--- config.mk ---
export PLATFORM = sky130hd
export DESIGN_NAME = vadd_sws
export DESIGN_NICKNAME = d
export VERILOG_FILES = /design/src/rtl/vadd_sws.sv
export SDC_FILE = /design/constraint.sdc
export NUM_CORES = 1
export LEC_CHECK = 0
export ABC_CLOCK_PERIOD_IN_PS = 1100
export BUFFER_PORTS_ARGS = -buffer_cell sky130_fd_sc_hd__buf_4
export CORE_MARGIN = 2
export CORE_UTILIZATION = 51
export DETAILED_ROUTE_END_ITERATION = 10
export GPL_TIMING_DRIVEN = 0
export MAX_ROUTING_LAYER = met4
export PLACE_DENSITY_LB_ADDON = 0.12
export REMOVE_ABC_BUFFERS = 1
export SKIP_CTS_REPAIR_TIMING = 1
export SYNTH_ARGS = -nofsm -noshare
export SYNTH_HDL_FRONTEND = slang
export SYNTH_SLANG_ARGS = --single-unit
--- constraint.sdc ---
create_clock -name clk -period 1.1 [get_ports clk]
set_input_delay 0 -clock clk [delete_from_list [all_inputs] [get_ports clk]]
set_output_delay 0 -clock clk [all_outputs]
set_load 0.01 [all_outputs]
--- src/rtl/vadd_sws.sv ---
`default_nettype none
// ============================================================================
// Module   : vadd_sws
// Purpose  : Single-word signed saturating adder (AltiVec vaddsws word lane).
//            Adds two 32-bit two's-complement operands, clamps the sum to the
//            signed 32-bit range and registers the result in one cycle. A
//            per-result saturation flag and a sticky saturation flag (a model
//            of VSCR[SAT]) are produced alongside the sum.
//
// Ports    :
//   clk         in   1   rising-edge clock
//   rst         in   1   asynchronous, active-high reset
//   in_valid    in   1   operands valid this cycle
//   vra         in  32   operand A, signed
//   vrb         in  32   operand B, signed
//   sat_clr     in   1   synchronous clear of the sticky saturation flag
//   out_valid   out  1   vrt/sat valid (in_valid delayed one cycle)
//   vrt         out 32   saturated sum, registered
//   sat         out  1   saturation occurred for the current vrt
//   sat_sticky  out  1   OR of all sat events since reset / last clear
//
// Revision : 1.0  initial release
// ============================================================================
module vadd_sws (
  input  logic        clk,
  input  logic        rst,
  input  logic        in_valid,
  input  logic [31:0] vra,
  input  logic [31:0] vrb,
  input  logic        sat_clr,
  output logic        out_valid,
  output logic [31:0] vrt,
  output logic        sat,
  output logic        sat_sticky
);

  localparam logic [31:0] C_SAT_POS = 32'h7FFF_FFFF;
  localparam logic [31:0] C_SAT_NEG = 32'h8000_0000;

  // Registered state
  logic        out_valid_q, out_valid_d;
  logic [31:0] vrt_q,       vrt_d;
  logic        sat_q,       sat_d;
  logic        sat_sticky_q, sat_sticky_d;

  // Combinational datapath
  logic [32:0] sum_w;
  logic        pos_ovf_w;
  logic        neg_ovf_w;
  logic        sat_w;
  logic [31:0] res_w;

  // --------------------------------------------------------------------------
  // Saturating add. Overflow is only possible when both operands share a sign
  // and the low 32 bits of the sign-extended sum disagree with that sign.
  // --------------------------------------------------------------------------
  always_comb begin
    sum_w     = {vra[31], vra} + {vrb[31], vrb};
    pos_ovf_w = ~vra[31] & ~vrb[31] &  sum_w[31];
    neg_ovf_w =  vra[31] &  vrb[31] & ~sum_w[31];
    sat_w     = pos_ovf_w | neg_ovf_w;
    if (pos_ovf_w) begin
      res_w = C_SAT_POS;
    end else if (neg_ovf_w) begin
      res_w = C_SAT_NEG;
    end else begin
      res_w = sum_w[31:0];
    end
  end

  // --------------------------------------------------------------------------
  // Next-state logic. Result registers hold when no operation is presented.
  // The sticky flag is cleared first and then set, so a saturating operation
  // in the same cycle as sat_clr leaves the flag set.
  // --------------------------------------------------------------------------
  always_comb begin
    out_valid_d  = in_valid;
    vrt_d        = vrt_q;
    sat_d        = sat_q;
    sat_sticky_d = sat_sticky_q;

    if (in_valid) begin
      vrt_d = res_w;
      sat_d = sat_w;
    end

    if (sat_clr) begin
      sat_sticky_d = 1'b0;
    end
    if (in_valid && sat_w) begin
      sat_sticky_d = 1'b1;
    end
  end

  always_ff @(posedge clk or posedge rst) begin
    if (rst) begin
      out_valid_q  <= 1'b0;
      vrt_q        <= 32'h0;
      sat_q        <= 1'b0;
      sat_sticky_q <= 1'b0;
    end else begin
      out_valid_q  <= out_valid_d;
      vrt_q        <= vrt_d;
      sat_q        <= sat_d;
      sat_sticky_q <= sat_sticky_d;
    end
  end

  assign out_valid  = out_valid_q;
  assign vrt        = vrt_q;
  assign sat        = sat_q;
  assign sat_sticky = sat_sticky_q;

endmodule
`default_nettype wire

== Yosys cells after proc, flatten, opt, wreduce, memory -nomap -nowiden ==
Cells that the tools add are included.
W data, S select, Z words.

* $add $sub $neg: 1
* Mux-type cells: 4
* Bitwise logic cells: 8
* Reduce and logical (&&, ||, !) cells: 2

{| class="wikitable"
|+ Operators with widths
! kind !! count
|-
| $mux W32 || 2
|-
| $add A32 B32 Y32 || 1
|-
| $and A1 B1 Y1 || 4
|-
| $not A1 Y1 || 3
|-
| $mux W1 || 2
|-
| $reduce_bool A2 Y1 || 1
|-
| $logic_and A1 B1 Y1 || 1
|-
| $or A1 B1 Y1 || 1
|}

* Register bits: 35
* Input bits: 68
* Output and inout bits: 35
* Logic and storage cells: 19

== Logic depth before layout (Yosys ltp) ==
* Word-level depth: 6
* Depth in mapped cells: 13
* Depth with buffers taken out: 12

== Worst setup path before layout ==
Ideal clock, no wire load.

* Kind: input port to flip-flop
* Start: input vra[27]
* End: register vrt_q[10], in the netlist vrt[10]
* Setup time: 0.121 ns
* Data arrival time: 2.106 ns
* Data required time: 0.979 ns
* Setup slack: -1.127 ns
* Stages: 13
* Buffers on the path: 3
* Cell sequence: ha_1 > buf_6 > a21o_1 > a21o_1 > a31oi_1 > o21ai_0 > a41o_1 > nor3_1 > nor3b_2 > nand2b_1 > buf_4 > buf_6 > o22a_1

* Cells in the longest elaborated chain, start to end: 5
* Elaborated cells on any way between the ends: 6
* Those cells by class: add/sub: 1; mux: 2; bitwise: 3

{| class="wikitable"
|+ RTL lines
! what !! RTL line !! RTL
|-
| from (decl) || 28 || <nowiki>input logic [31:0] vra,</nowiki>
|-
| $add A32 B32 Y32 (*) || 58 || <nowiki>sum_w = {vra[31], vra} + {vrb[31], vrb};</nowiki>
|-
| $not A1 Y1 || 60 || <nowiki>neg_ovf_w = vra[31] & vrb[31] & ~sum_w[31];</nowiki>
|-
| $and A1 B1 Y1 || 60 ||
|-
| $mux W32 || 64 || <nowiki>end else if (neg_ovf_w) begin</nowiki>
|-
| $mux W32 (*) || 62 || <nowiki>if (pos_ovf_w) begin</nowiki>
|-
| to (signal assigned) || 103 || <nowiki>vrt_q <= vrt_d;</nowiki>
|-
| to (decl) || 42 || <nowiki>logic [31:0] vrt_q, vrt_d;</nowiki>
|}

Mark *: on every way between the ends. The rest lies on a longest branch, timed or not.
A chain may end at the register's enable or synchronous reset.

== Worst setup path after layout ==
* Start: input vra[13]
* End: register vrt_q[13], in the netlist vrt[13]

Same word-level chain as after synthesis.

==> results.toml <==
[worst_hold_path]
hp-class = "primary input to flop"
min_from = "vrb[0]"
hold_end = "vrt[0]"
hold_depth = 4

[detailed_routing]
vias = 3248
route.detailed.drc = 0
routedWlPerCell_um = 17.1
final_antenna_net_count = 0
drt_iter0_drc = 196
wl_um = 9410
firstDrtPassIters = 4
routed_via_density = 5.89

[clock_tree]
clk_pin_slew_ns = 0.08
root_buffer = "clkbuf_8"
clk_path_buf_depth = 2
clock_sinks = 35
numCtsBuffers = 5
clk-insertion-delay-late_ns = 0.30
cts_tree = "yes"
cts-htree-levels = 2

[power_and_ir_drop]
p_int_w = 0.00346
ir_worst_vdd_mv = 0.832
swShare_pct = 35.9
p_clk_share_pct = 20.0
seqPwrFrac_pct = 31.3
p_leak_nw = 1.96
p_switching_w = 0.00194
share_comb_of_total_power_pct = 48.7
power-per-cell-area_nw_per_um2 = 1190

[sta]
slew_headroom_pct = 47.3
tightest_slew_ns = 0.789
fin_skew_ns = 0
setup_slack_ns = -1.01
fmax_ghz = 0.474
setup_viol = 34
grt_setup_unrepaired = "true"
min_period_ns = 2.11
drv_slew = 0
timing_hold_violations_final = 0
timing.final.crit_share_pct = 192

[logic_synthesis]
synth-simple-area-share_pct = 18.8
synth.top_cell.area_share_pct = 28.7
ys_ff_latch = 35
synth_top_family_by_area = "compound AO/OA/AOI/OAI gates"
synth_edf_count = 0
synthTopCellsByArea = "dfrtp_1 (29%), ha_1 (14%), o22a_1 (8.0%)"
netlist_area_um2 = 3050
syn_area_per_cell_um2 = 8.52
synth.most_common_cell = "nor2_1"
synth_cell_type_count = 50
ys_warn_count = 0
synthFlopType = "dfrtp_1"
ys_seq_area_share_pct = 28.7
synthAdderAreaFrac_pct = 14.2
synthCells = 358
synthMuxAreaShare_pct = 0.984
synth_xor_area_share_pct = 7.18
synth_compound_area_share_pct = 26.1
synth.top_cells.by_count = "nor2_1 (46), dfrtp_1 (35), ha_1 (33), a21oi_1 (28), o22a_1 (28)"
yosysTopAreaCell = "dfrtp_1"
async_flop_share_pct = 100

[critical_path]
cp.arrival_ns = 2.29
r2r_end = "vrt[25]"
critPathLaunchType = "primary input"
r2r-start = "vrt[25]"
worstPathMaxFanout = 6
rrSetupSlack_ns = 0.37
required_ns = 1.28
r2r_cells = 2
critPathCaptureType = "flop"
path_class = "primary input to flop"

[floorplan]
core_um2 = 5850
die_height_um = 81.3
ios = 103
fp.dieW_um = 81.3
rows = 28
start_util_pct = 52.1
die_area_um2 = 6620

[global_routing]
grt_max_degree = 41
grt_first_pass_wirelength_um = 12700
grt.met1_usage_pct = 31.1
grt_pass1_vias = 2883
use_met2_pct = 42.4
overflow = 0
top_usage_layer = "met2"
antenna_found_initial = 0
grt_usage_pct = 25.1
gr-usage-met3_pct = 3.78

[place]
dpl-instance-area_um2 = 3880
place_inst = 525
io_buffers = 102
dp_hpwl_um = 5880
gp_congestion = 0.888

[run]
drv_cap = 0

[status]
status = "finished with violations"
violations = "setup timing"

[finish]
area_growth_pct = 49.0
nets = 577
seq_area_um2 = 876
diodes = 0
stdcell_area_um2 = 4550
drive_gt1_share_pct = 39.1
multi_input_area_um2 = 2500
final_cells = 551
nFillCells = 407
==> layout make-up <==
| type | count | area share (%) |
|---|---|---|
| multi-input cells | 301 | 55.1 |
| repair buffers | 118 | 20.2 |
| flip-flops and latches | 35 | 19.3 |
| clock buffers | 8 | 2.20 |
| well taps | 75 | 2.06 |
| inverters | 14 | 1.16 |
==> worst max path at each step <==
stage,startpoint,end,cells after the start
2_1_floorplan,vra[4],vrt[22],10
3_3_place_gp,vra[4],vrt[13],11
6_report,vra[13],vrt[13],12
4_1_cts,vra[8],vrt[16],11
5_1_grt,vra[8],vrt[25],12
3_5_place_dp,vra[8],vrt[16],11
==> state kept, by name, indices dropped and copies added (netlist names) <==
register    count
sat_sticky      1
vrt            32
sat             1
out_valid       1
==> through the flow <==
stage / setup slack (ns) / util [%] / total power [W] / hold WS (ns) / TNS, ns
floorplan: -2.02 / - / 0.00302 / 0.0314 / -67.07
global placement: -3.23 / 65.6 / 0.00386 / 0.190 / -115.01
detailed placement: -2.21 / 66.3 / 0.00392 / 0.203 / -70.56
CTS: -1.91 / 68.0 / 0.00499 / -0.110 / -60.37
global route: -1.18 / 77.7 / 0.00573 / 0.114 / -36.03
finish: -1.01 / 77.7 / 0.00540 / 0.0691 / -32.08
==> power by group through the flow <==
stage	sequential [W]	clock, W	combinational (W)
4_1_cts	0.00169	0.00108	0.00222
3_3_place_gp	0.00170	0	0.00215
3_5_place_dp	0.00171	0	0.00221
5_1_grt	0.00172	0.00113	0.00289
6_report	0.00169	0.00108	0.00263
2_1_floorplan	0.00182	0	0.00120
==> critical path, stage by stage <==
cell       delay (ns)
buf_4            0.12
ha_4             0.26
a21oi_4          0.14
nand2_1          0.09
a221oi_2         0.30
o21ai_2          0.13
and4b_4          0.24
nor2_4           0.15
mux2i_4          0.38
clkbuf_16        0.22
a21oi_1          0.07
o22a_1           0.19
==> layer usage <==
layer  vias up  part of all wire [%]
met5         -                     0
met4         0                   2.2
met3        18                   5.8
met2       112                    51
met1      1554                    41
li1       1564                     -
==> kinds of logic (layout without fill, tap and decap cells) <==
logic type	after synthesis	in the layout
XOR/XNOR	25	25
multiplexers	3	3
adder cells (fa/ha/maj)	34	34
flip-flops	35	35
AND/OR/NAND/NOR	119	122
AO/OA/AOI/OAI	117	117
buffers and inverters	25	140
==> cell usage in the layout, fill, tap and decap left out, types with 11 or more instances in the layout <==
cell and instances:
buf_4 112, nor2_1 41, ha_4 16, inv_1 13, nand2_1 22, a21oi_1 18
o22a_1 28, dfrtp_1 35, xnor2_1 14, xor2_1 11, o21ai_0 15, ha_1 13
Power figures use the tool's default switching activity.
